**src/rtl/multi_div_gen.sv**
```systemverilog
// multi_div_gen: CH independent programmable clock dividers.
// Each channel counts 0..div and produces a terminal event every div+1 enabled
// cycles.  The channel mode decides how that event shapes the op output.
// Channels are reprogrammed through a valid/ready config port that takes at
// most one request every two cycles.
//
// Ports:
//   clk        sole clock, rising edge
//   reset      asynchronous, active-high reset
//   en         global count enable
//   cfg_valid  config request
//   cfg_ready  config can be accepted (low for one cycle after each accept)
//   cfg_ch     target channel of the request
//   cfg_div    terminal count to load
//   cfg_mode   00 OFF, 01 TOGGLE, 10 PULSE, 11 ONESHOT
//   op         per-channel waveform output (registered)
//   tick       per-channel one-cycle terminal-count strobe (registered)
//   cfg_err    one-cycle strobe: an accepted request named a channel >= CH
module multi_div_gen #(
  parameter int CH = 4,
  parameter int W  = 8,
  parameter int CW = 2
) (
  input  logic          clk,
  input  logic          reset,
  input  logic          en,
  input  logic          cfg_valid,
  output logic          cfg_ready,
  input  logic [CW-1:0] cfg_ch,
  input  logic [W-1:0]  cfg_div,
  input  logic [1:0]    cfg_mode,
  output logic [CH-1:0] op,
  output logic [CH-1:0] tick,
  output logic          cfg_err
);

  typedef enum logic [1:0] {
    MODE_OFF     = 2'b00,
    MODE_TOGGLE  = 2'b01,
    MODE_PULSE   = 2'b10,
    MODE_ONESHOT = 2'b11
  } mode_t;

  // One extra bit so that CH itself is representable when CH == 2**CW.
  localparam logic [CW:0] CH_L = (CW+1)'(CH);

  logic accept;
  logic cfg_bad;

  assign accept  = cfg_valid && cfg_ready;
  assign cfg_bad = ({1'b0, cfg_ch} >= CH_L);

  // Handshake: ready drops for exactly the cycle after an accept.  During
  // reset ready is 0, and the first edge after release raises it.
  always_ff @(posedge clk or posedge reset) begin
    if (reset) begin
      cfg_ready <= 1'b0;
      cfg_err   <= 1'b0;
    end else begin
      cfg_ready <= !accept;
      cfg_err   <= accept && cfg_bad;
    end
  end

  genvar gi;
  generate
    for (gi = 0; gi < CH; gi++) begin : g_ch
      logic [W-1:0] cnt_reg;
      logic [W-1:0] div_reg;
      mode_t        mode_reg;
      logic         op_reg;
      logic         tick_reg;
      logic         hit;

      // cfg_ch can only equal gi when it is in range, so an out-of-range
      // request never touches any channel.
      assign hit = accept && (cfg_ch == CW'(gi));

      always_ff @(posedge clk or posedge reset) begin
        if (reset) begin
          cnt_reg  <= '0;
          div_reg  <= '0;
          mode_reg <= MODE_OFF;
          op_reg   <= 1'b0;
          tick_reg <= 1'b0;
        end else if (hit) begin
          // A config takes priority over a coinciding terminal event.
          div_reg  <= cfg_div;
          mode_reg <= mode_t'(cfg_mode);
          cnt_reg  <= '0;
          op_reg   <= 1'b0;
          tick_reg <= 1'b0;
        end else if (mode_reg == MODE_OFF) begin
          cnt_reg  <= '0;
          op_reg   <= 1'b0;
          tick_reg <= 1'b0;
        end else if (!en) begin
          // Frozen: count and waveform hold.  In PULSE the waveform is the
          // strobe itself, so it falls together with tick.
          tick_reg <= 1'b0;
          if (mode_reg == MODE_PULSE) begin
            op_reg <= 1'b0;
          end
        end else if (cnt_reg == div_reg) begin
          cnt_reg  <= '0;
          tick_reg <= 1'b1;
          case (mode_reg)
            MODE_TOGGLE:  op_reg <= ~op_reg;
            MODE_PULSE:   op_reg <= 1'b1;
            MODE_ONESHOT: begin
              op_reg   <= 1'b1;
              mode_reg <= MODE_OFF;
            end
            default:      op_reg <= 1'b0;
          endcase
        end else begin
          cnt_reg  <= cnt_reg + W'(1);
          tick_reg <= 1'b0;
          if (mode_reg != MODE_TOGGLE) begin
            op_reg <= 1'b0;
          end
        end
      end

      assign op[gi]   = op_reg;
      assign tick[gi] = tick_reg;
    end
  endgenerate

endmodule

```
**config.mk**
```make
export PLATFORM = sky130hd
export DESIGN_NAME = multi_div_gen
export DESIGN_NICKNAME = d
export VERILOG_FILES = /design/src/rtl/multi_div_gen.sv
export SDC_FILE = /design/constraint.sdc
export NUM_CORES = 1
export LEC_CHECK = 0
export CORE_MARGIN = 2
export CORE_UTILIZATION = 47
export DETAILED_ROUTE_END_ITERATION = 6
export PLACE_DENSITY = 0.76
export SLEW_MARGIN = 20
export SYNTH_ARGS = -nofsm -noshare
export SYNTH_HDL_FRONTEND = slang
export SYNTH_SLANG_ARGS = --single-unit
```
**constraint.sdc**
```tcl
create_clock -name clk -period 6.1 [get_ports clk]
set_clock_uncertainty 0.05 [all_clocks]
set_input_delay 0.61 -clock clk [delete_from_list [all_inputs] [get_ports clk]]
set_output_delay 0.61 -clock clk [all_outputs]
set_load 0.01 [all_outputs]
```
==> results.md, run 1 <==
- Setup repair after global routing left no endpoint under its margin.
- Summing the areas of all compound-gate instances in the mapped netlist gives 9.09% of the synthesized area.
- Once the clock tree was built, the resizer swapped 0 gates to a different size.
- For this run, the detailed router's first-pass iteration total came to 4.
- The total power consumption of the routed design is between 1 and 1.5 mW.
- In the routed design, unresolved DRC markers number 0.
- The instance count of the mapped netlist is 414.
- The routed wire length is 8560 microns.
- The signal arrival time at the worst endpoint is 2.97 ns.
- Summing the areas of all and, or, nand and nor instances in the mapped netlist gives just over 20% of the synthesized area.
- For the worst setup path, the data required time is 6.29 ns.
- The average wire length per cell after detail routing is 15.9 microns.
- Multiplexer cells account for 5.86% of the synthesized area.
- The worst hold path class is register to register.
- The clock net sink count is 81.
- Across all hold checks on the routed design, the worst slack comes to 0.446 ns.
- The top-level I/O count is 26.
- The global-route usage over all layers is 18.6%.
- IR analysis of the VDD net gives a maximum drop of 0.000187 V.
- After routing the design area is 0.00461 sq mm.
- The count of final hold-check violations is 0.
- The cell at the root of the clock tree is sky130_fd_sc_hd__clkbuf_8.
- Summed over all nets, the half-perimeter wirelength after detailed placement is 5830 microns.
- The number of DRC markers in iteration 0 is 189.
- The die covers 0.00958 sq mm.
- Summing every instance area after synthesis gives 0.00414 sq mm.
- The routability congestion estimate from global placement is between 0.8 and 0.9.
- The placed instances occupy a cell area of about 0.0044 sq mm.
- The die is 97.9 microns wide.
- The xor and xnor area share after synthesis is 10.4%.
- The routed layout has between 3000 and 4000 vias.
- After synthesis the netlist holds a flip-flop and latch count of 81.
- Counting flops with an async set or reset pin after synthesis yields a share of 100%.
- The leftover overflow at the end of global routing is 0.
- The top fanout value on the critical path is 25.
- Synthesis produced a netlist with a net count of 434.
- The final sum of negative setup slack is 0 ns.
- In the final layout, the share of cells above drive strength 1 is a little over 6%.
- The run finished with clean final reports.
- Setup violations remaining at the end of the flow were counted as 0.
- TritonCTS created 9 clock buffers.
- The number of global-route vias before repair is 2875.
- The dominant register cell in the synthesized netlist is sky130_fd_sc_hd__dfrtp_1.
- For this run, the number of Yosys warnings is 0.
- After clock tree synthesis, the clock-pin slew on the worst setup and hold paths is 0.08 ns.
- Buffers placed on the I/O ports in this run total 24.
- The measured slew at the worst slew-check pin is 0.974 ns.
- The number of antenna violations at the first check in global routing is 0.
- After floorplanning, the core was sized to cover 0.00864 sq mm.
- The tool flagged a number of max-cap violations equal to 0.
- The pin count of the biggest net entering global routing is 82.
- The final antenna diode count is 0.
- The hold buffer count at CTS is 0.
- Summed over all nets, wire length on met2 after detailed routing comes to 4280 microns.
- The routed via count divided by cell count is 5.71.
- The worst setup path is of the input port to register kind.
- STA classifies the critical path endpoint as a register.
- After synthesis, the largest family of logic cells by area is simple AND/OR/NAND/NOR gates.
- Yosys mapped the design onto 53 distinct sky130hd cell types.
- The number of buffers inserted by post-CTS setup repair is 0.
- Headroom to the max-slew limit came out at 34.9%.
- The count of nets left with antenna violations once routing finished came out at 0.
- The cell row count is 34.
- The initial cell density of the core is 48.0%.
- The global-route wire length before repair is 14300 microns.
- The count of final max-slew check failures is 0.
- Summing the areas of all fa, ha and maj instances in the mapped netlist gives 1.21% of the synthesized area.
- The power density over the cells is between 300 and 400 mW/mm^2.
- TritonCTS built the clock tree.
- The signed area change from the synthesized netlist to the final layout is 11.2%.
- The number of enable-type register cells in the synthesized netlist is 0.
- The highest clock frequency the design can meet is between 300 and 400 MHz.
- The post-synthesis sequential area ratio is approximately half.
- The clock period could shrink to between 2 and 3 ns.
- Detailed routing placed a total of between 200 and 300 microns of wire on met3.
- STA classifies the critical path startpoint as an input port.
- The final cycle utilization of the critical path is between 40 and 50%.
- Signal routing reaches up to met4.
- For the worst-skew pair, the clock arrives at the later sink with an insertion delay of 0.35 ns.
- Summed over all cells, the static leakage comes to 2.05 nW.
- The clock tree synthesis step divided the H-tree into 3 levels.
- In this run the deepest clock path goes through 2 buffers.
- The final layout contains 445 nets.
- The routed length on met1 is 3880 microns.
- In this run the mean area of a mapped cell was 10.0 sq um.
- The y dimension of the die is 97.9 microns.
[cells by family (layout without fill, tap and decap cells)]
logic type	count (synthesis)	after routing
compound gates	56	56
xor+xnor	49	49
fa+ha+maj	4	4
buf+inv	31	46
flops	81	81
mux	22	22
other cells	1	1
simple gates	170	170
[synth_stat cells (2+ instances only)]
master	count	area (sq um)
sky130_fd_sc_hd__mux2_1	14	158
sky130_fd_sc_hd__and4_1	5	43.8
sky130_fd_sc_hd__nand4b_1	2	17.5
sky130_fd_sc_hd__and3_1	7	43.8
sky130_fd_sc_hd__mux2i_1	4	40.0
sky130_fd_sc_hd__a22o_1	2	17.5
sky130_fd_sc_hd__o2111ai_1	2	17.5
sky130_fd_sc_hd__dfrtp_1	81	2030
sky130_fd_sc_hd__clkbuf_1	10	37.5
sky130_fd_sc_hd__nand4_1	11	68.8
sky130_fd_sc_hd__buf_4	9	67.6
sky130_fd_sc_hd__nor2_1	22	82.6
sky130_fd_sc_hd__a21oi_1	12	60.1
sky130_fd_sc_hd__or3_1	6	37.5
sky130_fd_sc_hd__xnor2_1	20	175
sky130_fd_sc_hd__nand3_1	9	45.0
sky130_fd_sc_hd__buf_2	6	30.0
sky130_fd_sc_hd__nand3b_1	5	37.5
sky130_fd_sc_hd__o21ai_0	3	15.0
sky130_fd_sc_hd__o211ai_1	5	37.5
sky130_fd_sc_hd__nor3_2	3	30.0
sky130_fd_sc_hd__nor4_1	3	18.8
sky130_fd_sc_hd__nor3_1	14	70.1
sky130_fd_sc_hd__mux2_2	4	45.0
sky130_fd_sc_hd__o22ai_1	3	18.8
sky130_fd_sc_hd__xor2_1	29	254
sky130_fd_sc_hd__o21ai_1	8	40.0
sky130_fd_sc_hd__inv_1	5	18.8
sky130_fd_sc_hd__nand2_1	73	274
sky130_fd_sc_hd__a31oi_1	6	37.5
sky130_fd_sc_hd__a21o_1	3	22.5
sky130_fd_sc_hd__and4b_1	2	20.0
sky130_fd_sc_hd__ha_1	4	50.1
sky130_fd_sc_hd__o31a_1	3	26.3
[placed cells by master, fill, tap and decap left out, drive strengths merged, types with 2 or more instances in the layout]
master	n
and3	7
xor2	29
bufinv	2
and4	5
dfrtp	81
o2111ai	2
a31oi	6
o211ai	5
mux2i	4
nor3	17
xnor2	20
nor2	22
o21ai	12
clkbuf	12
inv	5
clkdlybuf4s50	24
clkinv	2
a41oi	2
and4b	2
o31a	3
mux2	18
nand2	73
nand3	9
nor4	4
nand3b	5
nand4	11
ha	4
a21o	3
a21oi	12
nand4b	2
o22ai	3
a22o	2
or3	6
[path summary, 6_finish.rpt]
| check | cells after the start | from | slack [ns] | to |
|---|---|---|---|---|
| max | 5 | en | 3.33 | g_ch[2].mode_reg[1] |
| min | 2 | g_ch[2].div_reg[5] | 0.45 | g_ch[2].div_reg[5] |
| max reg2reg | 5 | cfg_ready | 3.81 | g_ch[3].cnt_reg[3] |
| min reg2reg | 2 | g_ch[2].div_reg[5] | 0.45 | g_ch[2].div_reg[5] |
| max in group asynchronous | 3 | reset | 4.80 | g_ch[3].div_reg[7] |
| min in group asynchronous | 3 | reset | 0.73 | g_ch[1].cnt_reg[4] |
[per-layer routing]
metal  global-route usage [%]  up-vias
li1                         -     1464
met1                     24.4     1521
met2                     31.0       71
met3                     4.22        9
met4                     5.24        0
met5                        0        -
[stage by stage]
step	setup slack [ns]	util, %	cells
CTS	3.38	53.3	537
global route	3.22	53.3	537
detailed placement	3.01	50.9	522
global placement	3.10	50.9	522
floorplan	3.36	-	414
finish	3.33	53.3	537
[report_power, final]
| part | switching, mW | internal (mW) | total, mW | leakage (nW) |
|---|---|---|---|---|
| combinational | 0.170 | 0.146 | 0.316 | 0.896 |
| clock | 0.181 | 0.239 | 0.420 | 0.106 |
| sequential | 0.106 | 0.626 | 0.732 | 1.05 |
| total | 0.456 | 1.01 | 1.47 | 2.05 |
[area by class of cell]
cell class | instances | area [sq um]
sequential | 81 | 2030
tap | 108 | 135
inverter | 6 | 23.8
clock inverter | 3 | 65.1
timing repair buffer | 25 | 251
clock buffer | 12 | 145
multi-input combinational | 302 | 1960
fill | 746 | 4030
[worst max-delay path, cell delays in order]
cell	delay, ns
sky130_fd_sc_hd__clkdlybuf4s50_1	1.11
sky130_fd_sc_hd__inv_2	0.38
sky130_fd_sc_hd__nor3_2	0.55
sky130_fd_sc_hd__a21oi_1	0.14
sky130_fd_sc_hd__a21o_1	0.17
No activity file was read; power rests on OpenSTA's default activity.
==> inputs of run 2 (changes only) <==
- clock period: 6.1 -> 2.62 ns (I/O delays scaled with it)
==> run 2 against run 1 <==
  * Hold slack worse by 0.30 ns
  * Wire length grew 2.7%
  * Sequential power increased by 130%
  * Clock power is 120% higher
  * Global-route usage grew 0.77 points
  * Via count unchanged
  * Design area is 1.8% higher
  * Critical path depth increased by 1
  * Power up 130%
  * First-iteration DRC count fell by 29%
  * Sequential cell count is the same
==> results.md, run 2 (synthesized netlist as in run 1, its figures left out) <==
- Status: complete, no violations (unchanged).
- The routability congestion estimate from global placement is 0.821 (was 0.859).
- The signed area change from the synthesized netlist to the final layout is 13.2% (was 11.2%).
- The y dimension of the die is 97.9 microns (unchanged).
- The die outline area is 0.00958 sq mm (unchanged).
- The worst hold slack came to 0.148 ns (was 0.446 ns).
- The final antenna diode count is 0 (unchanged).
- The routed wire length is 8790 microns (was 8560 microns).
- The kind of end point of the critical path was a register (unchanged).
- The global-route usage over all layers is 19.3% (was 18.6%).
- The cell row count is 34 (unchanged).
- The global-route wire length before repair was 14800 microns (was 14300 microns).
- The worst IR drop on VDD came to 0.000525 V (was 0.000187 V).
- The die width is 97.9 microns (unchanged).
- The critical path launch point type is an input port (unchanged).
- The top-level I/O count is 26 (unchanged).
- The number of H-tree branching levels is 3 (unchanged).
- The count of endpoints failing setup in the final report is 0 (unchanged).
- The final sum of negative setup slack came to 0 ns (unchanged).
- The post-cts sizing count was 0 (unchanged).
- The remaining routing DRC violations was 0 (unchanged).
- The critical path buffer and inverter count came to 1 (was 2).
- The worst hold path class is input port to asynchronous set/reset pin (was register to register).
- The power density over the cells is 724 mW/mm^2 (was 319 mW/mm^2).
- Leading cell types in the layout, fill and taps excluded: sky130_fd_sc_hd__dfrtp_1, sky130_fd_sc_hd__nand2_1, sky130_fd_sc_hd__xor2_1 (unchanged).
- The clock network latency to the later pin of the worst-skew pair is 0.36 ns (was 0.35 ns).
- The number of DRC markers in iteration 0 is 135 (was 189).
- The met3 track demand over resource in global routing is 4.65% (was 4.22%).
- The dominant delay contributor by cell family on the critical path is simple AND/OR/NAND/NOR gates (was buffers and inverters).
- The area of the core is 0.00864 sq mm (unchanged).
- The remaining max-slew budget at the tightest pin is 60.7% (was 34.9%).
- Worst-path cell chain: clkdlybuf4s50_1 -> nand4b_1 -> o211ai_1 -> a41oi_2 -> and3_1 -> a221o_1 (was clkdlybuf4s50_1 -> inv_2 -> nor3_2 -> a21oi_1 -> a21o_1).
- The CTS tree is yes (unchanged).
- The pin count of the biggest net entering global routing is 42 (was 82).
- The number of global-route vias before repair is 3101 (was 2875).
- The initial cell density of the core is 48.0% (unchanged).
- The count of final max-slew check failures came to 0 (unchanged).
- The utilization after layout was 54.3% (was 53.3%).
- The most used routing layer in global routing is met2 (unchanged).
- The number of optimization iterations in the first detailed-route pass came to 4 (unchanged).
- The top fanout value on the critical path came to 9 (was 25).
- The count of final hold-check violations was 0 (unchanged).
- The met1 global-route usage was 26.4% (was 24.4%).
- The average wire length per cell after detail routing is 16.0 microns (was 15.9 microns).
- Setup repair after global routing missed its margin: no (unchanged).
- The final cycle utilization of the critical path is 74.0%.
- The most frequent standard cell in the layout excluding fill and tap cells was sky130_fd_sc_hd__dfrtp_1 (unchanged).
- The routed via count divided by cell count is 5.58 (was 5.71).
- The clock transition at the registers of the reported paths is 0.08 ns (about the same).
- The master of the slowest instance on the critical path is sky130_fd_sc_hd__clkdlybuf4s50_1 (unchanged).
- The leakage power was 2.10 nW (was 2.05 nW).
- The fraction of layout cells with a size suffix above 1 is 9.07% (was 6.06%).
- The critical path required time is 2.81 ns (was 6.29 ns).
- The maximum buffer depth of the clock tree is 2 (unchanged).
- The clock net sink count is 81 (unchanged).
- The number of nets in the finished design is 456 (was 445).
- The number of fillers in the final layout is 776 (was 746).
- The reported max-cap violation count was 0 (unchanged).
- The clock buffer count from CTS came to 9 (unchanged).
- The measured slew at the worst slew-check pin is 0.589 ns (was 0.974 ns).
- After layout, the minimum clock period comes to 1.94 ns.
- The number of antenna-violating nets in the routed design came to 0 (unchanged).
- The biggest cell delay along the critical path is 0.49 ns (was 1.11 ns).
- The detailed-placement wirelength estimate is 6120 microns (was 5830 microns).
- The global routing usage on met2 is 30.5% (was 31.0%).
- Based on the critical path, the design can be clocked at up to 516 MHz.
- The count of port buffers added during placement is 24 (unchanged).
- The leftover overflow at the end of global routing is 0 (unchanged).
- The hold buffer count at CTS is 0 (unchanged).
- The via count was 3065 (unchanged).
- The number of antenna violations at the first check in global routing is 0 (unchanged).
- The number of buffers inserted by post-CTS setup repair came to 0 (unchanged).
- The critical path class is input port to register (unchanged).
- The signal arrival time at the worst endpoint is 2.13 ns (was 2.97 ns).
- The cell at the root of the clock tree is sky130_fd_sc_hd__clkbuf_8 (unchanged).
==> run 2: cell types whose count changed in the layout (fill, tap and decap cells not counted), moves of 2 or more <==
cell and delta:
sky130_fd_sc_hd__clkinv_4 +2, sky130_fd_sc_hd__clkbuf_1 -2, sky130_fd_sc_hd__inv_6 +2, sky130_fd_sc_hd__buf_4 +11
==> run 2: through the flow <==
step,power [mW],cell area [sq um],cells,setup WS (ns)
2_1_floorplan,2.25,4140,414,0.228
3_3_place_gp,2.43,4490,533,0.379
3_5_place_dp,2.48,4490,533,0.338
4_1_cts,3.42,4690,549,0.712
5_1_grt,3.60,4690,549,0.621
6_report,3.40,4690,549,0.682
==> run 2: layout make-up <==
type / instances / area [sq um] / share of cell area [%]
tap: 108 / 135 / 2.88
timing repair buffer: 36 / 343 / 7.31
inverter: 6 / 23.8 / 0.507
clock buffer: 9 / 124 / 2.64
clock inverter: 7 / 77.6 / 1.65
multi-input combinational: 302 / 1960 / 41.8
sequential: 81 / 2030 / 43.2
==> run 2: path summary, 6_finish.rpt <==
kind	endpoint	from	cells past startpoint	slack, ns
setup / recovery	g_ch[1].cnt_reg[7]	cfg_ch[1]	6	0.68
hold / removal	g_ch[1].cnt_reg[4]	reset	2	0.15
setup reg to reg	g_ch[1].cnt_reg[7]	cfg_ready	5	0.71
hold reg to reg	g_ch[2].div_reg[6]	g_ch[2].div_reg[6]	2	0.45
max in group asynchronous	g_ch[3].cnt_reg[7]	reset	3	1.78
min in group clk	g_ch[2].div_reg[6]	g_ch[2].div_reg[6]	2	0.45
==> run 2: metal layers <==
metal	part of all wire, %	up-vias
li1	-	1493
met1	47	1476
met2	47	82
met3	4.3	14
met4	2.0	0
met5	0	-
==> run 2: power by group <==
part	total [mW]	internal, mW	switching [mW]
Combinational	0.756	0.356	0.400
Sequential	1.71	1.46	0.251
Clock	0.932	0.448	0.484
==> run 2: worst register-to-register path: stages, from the launching register on <==
cell	delay (ns)
sky130_fd_sc_hd__dfrtp_1	0.45
sky130_fd_sc_hd__nand4b_1	0.38
sky130_fd_sc_hd__o211ai_1	0.27
sky130_fd_sc_hd__a41oi_2	0.13
sky130_fd_sc_hd__and3_1	0.25
sky130_fd_sc_hd__a221o_1	0.25
==> inputs of run 3 (changes only) <==
- PLACE_DENSITY: 0.76 -> 0.78
- clock period: 2.62 -> 1.57 ns (I/O delays scaled with it)
==> run 3 against run 2 <==
  * The flow now finishes with violations (setup timing)
  * Combinational power rose to 2.6 times the previous value
  * First-iteration DRC count up 53%
  * Core utilization up 7.9 points
  * Design area up 15%
  * Sequential share of layout area down 5.4 points
  * Sequential power up 61%
  * Hold slack better by 0.094 ns
  * Non-clock buffer count up 58
  * Clock power up 87%
  * Register-to-register slack worse by 0.80 ns
  * Critical endpoint is now g_ch[3].cnt_reg[1]
==> results.md, run 3 (synthesized netlist as in run 1, its figures left out) <==
- The pin count of the biggest net entering global routing is 82 (was 42).
- The average wire length per cell after detail routing is 16.4 microns (was 16.0 microns).
- The cell row count is 34 (unchanged).
- The clock transition at the registers of the reported paths was 0.08 ns (about the same).
- The detailed-placement wirelength estimate is 6640 microns (was 6120 microns).
- The combinational cell fraction of total power came to 30.6% (was 22.3%).
- The number of antenna-violating nets in the routed design is 0 (unchanged).
- The signed area change from the synthesized netlist to the final layout was 29.6% (was 13.2%).
- Setup repair after global routing missed its margin: yes (was no).
- The count of final max-slew check failures is 0 (unchanged).
- The number of optimization iterations in the first detailed-route pass came to 4 (unchanged).
- The switching power is 2.07 mW (was 1.13 mW).
- The highest clock frequency the design can meet is ~600 MHz.
- The critical path required time is 1.75 ns (was 2.81 ns).
- The global-route wire length before repair is 15700 microns (was 14800 microns).
- The total power consumption of the routed design is 6.48 mW (was 3.40 mW).
- The number of fillers in the final layout is 677 (was 776).
- The clock buffer count from CTS is 9 (unchanged).
- The cell count after placement is 581 (was 533).
- The number of global-route vias before repair came to 3299 (was 3101).
- The kind of end point of the critical path is a register (unchanged).
- The switching fraction of total power was 32.0% (was 33.4%).
- The count of final hold-check violations came to 0 (unchanged).
- The top routing layer in use is met4 (unchanged).
- The top fanout value on the critical path came to 3 (was 9).
- The clock network latency to the later pin of the worst-skew pair is 0.36 ns (about the same).
- The worst IR drop on VDD is 0.000780 V (was 0.000525 V).
- The y dimension of the die came to 97.9 microns (unchanged).
- The critical path launch point type is a register (was input port).
- The clock net sink count is 81 (unchanged).
- The die outline area is 0.00958 sq mm (unchanged).
- The leakage power is 2.44 nW (was 2.10 nW).
- The post-layout instance count excluding filler cells was 607 (was 549).
- The final critical path takes up 106% of the cycle.
- The fraction of layout cells with a size suffix above 1 is 26.3% (was 9.07%).
- The cell at the root of the clock tree is sky130_fd_sc_hd__clkbuf_8 (unchanged).
- The cell area reported after detailed placement was 0.00487 sq mm (was 0.00449 sq mm).
- The post-placement worst setup slack came to -0.357 ns (was 0.338 ns).
- The number of H-tree branching levels is 3 (unchanged).
- The sequential fraction of design power came to 42.4% (was 50.3%).
- The post-route worst setup slack was -0.0921 ns (was 0.682 ns).
- The proportion of power drawn by the clock network was 26.9% (was 27.4%).
- The final sum of negative setup slack is -0.421 ns (was 0 ns).
- Leading cell types in the layout, fill and taps excluded: sky130_fd_sc_hd__dfrtp_1, sky130_fd_sc_hd__nand2_1, sky130_fd_sc_hd__buf_4 (was sky130_fd_sc_hd__dfrtp_1, sky130_fd_sc_hd__nand2_1, sky130_fd_sc_hd__xor2_1).
- The top-level I/O count was 26 (unchanged).
- The utilization after layout is 62.2% (was 54.3%).
- The count of port buffers added during placement came to 24 (unchanged).
- The number of nets in the finished design was 514 (was 456).
- Status: complete, but fails checks (was complete, no violations).
- The checks that failed: setup timing.
- The routed wire length is 9940 microns (was 8790 microns).
- Subtracting the final worst setup slack from the clock period gives around 1.7 ns.
- The routed via count divided by cell count came to 5.59 (was 5.58).
- The reported max-cap violation count was 0 (unchanged).
- The die width came to 97.9 microns (unchanged).
- The hold buffer count at CTS was 0 (unchanged).
- The count of endpoints failing setup in the final report was 14 (was 0).
- The global-route usage over all layers came to 20.4% (was 19.3%).
- The via count is 3395 (was 3065).
- The final instance area is 0.00537 sq mm (was 0.00469 sq mm).
- The signal arrival time at the worst endpoint is 1.84 ns (was 2.13 ns).
- The initial cell density of the core is 48.0% (unchanged).
- The met2 routed wirelength was 4990 microns (was 4130 microns).
- The power density over the cells was 1210 mW/mm^2 (was 724 mW/mm^2).
- The most frequent standard cell in the layout excluding fill and tap cells is sky130_fd_sc_hd__dfrtp_1 (unchanged).
- The final antenna diode count was 0 (unchanged).
- The CTS tree is yes (unchanged).
- The internal power summed over all cells is 4.41 mW (was 2.26 mW).
- The routed length on met3 was 362 microns (was 382 microns).
- The leftover overflow at the end of global routing is 0 (unchanged).
- The worst hold path class is input port to asynchronous set/reset pin (unchanged).
- The number of DRC markers in iteration 0 is 206 (was 135).
- The maximum buffer depth of the clock tree is 2 (unchanged).
- The routed length on met1 came to 4340 microns (was 4100 microns).
- The routability congestion estimate from global placement is 0.834 (was 0.821).
- The worst hold slack came to 0.241 ns (was 0.148 ns).
- The remaining routing DRC violations is 0 (unchanged).
- The number of antenna violations at the first check in global routing is 0 (unchanged).
- The critical path class is register to register (was input port to register).
- The area of the core came to 0.00864 sq mm (unchanged).
[run 3: worst paths after layout]
kind	start	endpoint	slack, ns	depth (start not counted)
max	g_ch[3].cnt_reg[0]	g_ch[3].cnt_reg[1]	-0.09	5
min	reset	g_ch[2].cnt_reg[5]	0.24	3
max reg2reg	g_ch[3].cnt_reg[0]	g_ch[3].cnt_reg[1]	-0.09	5
min reg2reg	g_ch[2].div_reg[5]	g_ch[2].div_reg[5]	0.45	2
max in group asynchronous	reset	g_ch[1].cnt_reg[2]	0.89	3
min in group clk	cfg_div[1]	g_ch[0].div_reg[1]	0.42	3
[run 3: cell type report]
type | instances | area, sq um | area share, %
repair buffers | 94 | 817 | 15.2
inverters | 6 | 26.3 | 0.489
well taps | 108 | 135 | 2.52
multi-input cells | 302 | 2130 | 39.7
clock inverters | 4 | 75.1 | 1.40
flip-flops and latches | 81 | 2030 | 37.8
clock buffers | 12 | 155 | 2.89
[run 3: power by group through the flow]
stage               Clock, mW  Sequential, mW  Combinational (mW)
floorplan                   0            2.76                1.01
finish                   1.74            2.75                1.98
global placement            0            2.75                1.64
detailed placement          0            2.77                1.70
CTS                      1.77            2.73                1.80
global route             1.85            2.80                2.15
[run 3: per-layer routing]
metal	up-vias	GRT usage, %
li1	1608	-
met1	1687	26.5
met2	81	34.1
met3	19	4.65
met4	0	6.20
met5	-	0
[run 3: worst max-delay path, cell delays in order (launching register included)]
cell and delay [ns]:
sky130_fd_sc_hd__dfrtp_1 0.41, sky130_fd_sc_hd__xnor2_1 0.16, sky130_fd_sc_hd__nand4_1 0.25, sky130_fd_sc_hd__buf_4 0.25, sky130_fd_sc_hd__o211ai_1 0.28, sky130_fd_sc_hd__a21oi_1 0.13
[run 3: what timing repair did]
action                                  CTS  global route
endpoints found under the setup margin   20            37
pin swaps                                15            29
buffers inserted                          3             7
gates resized for setup                  10            36
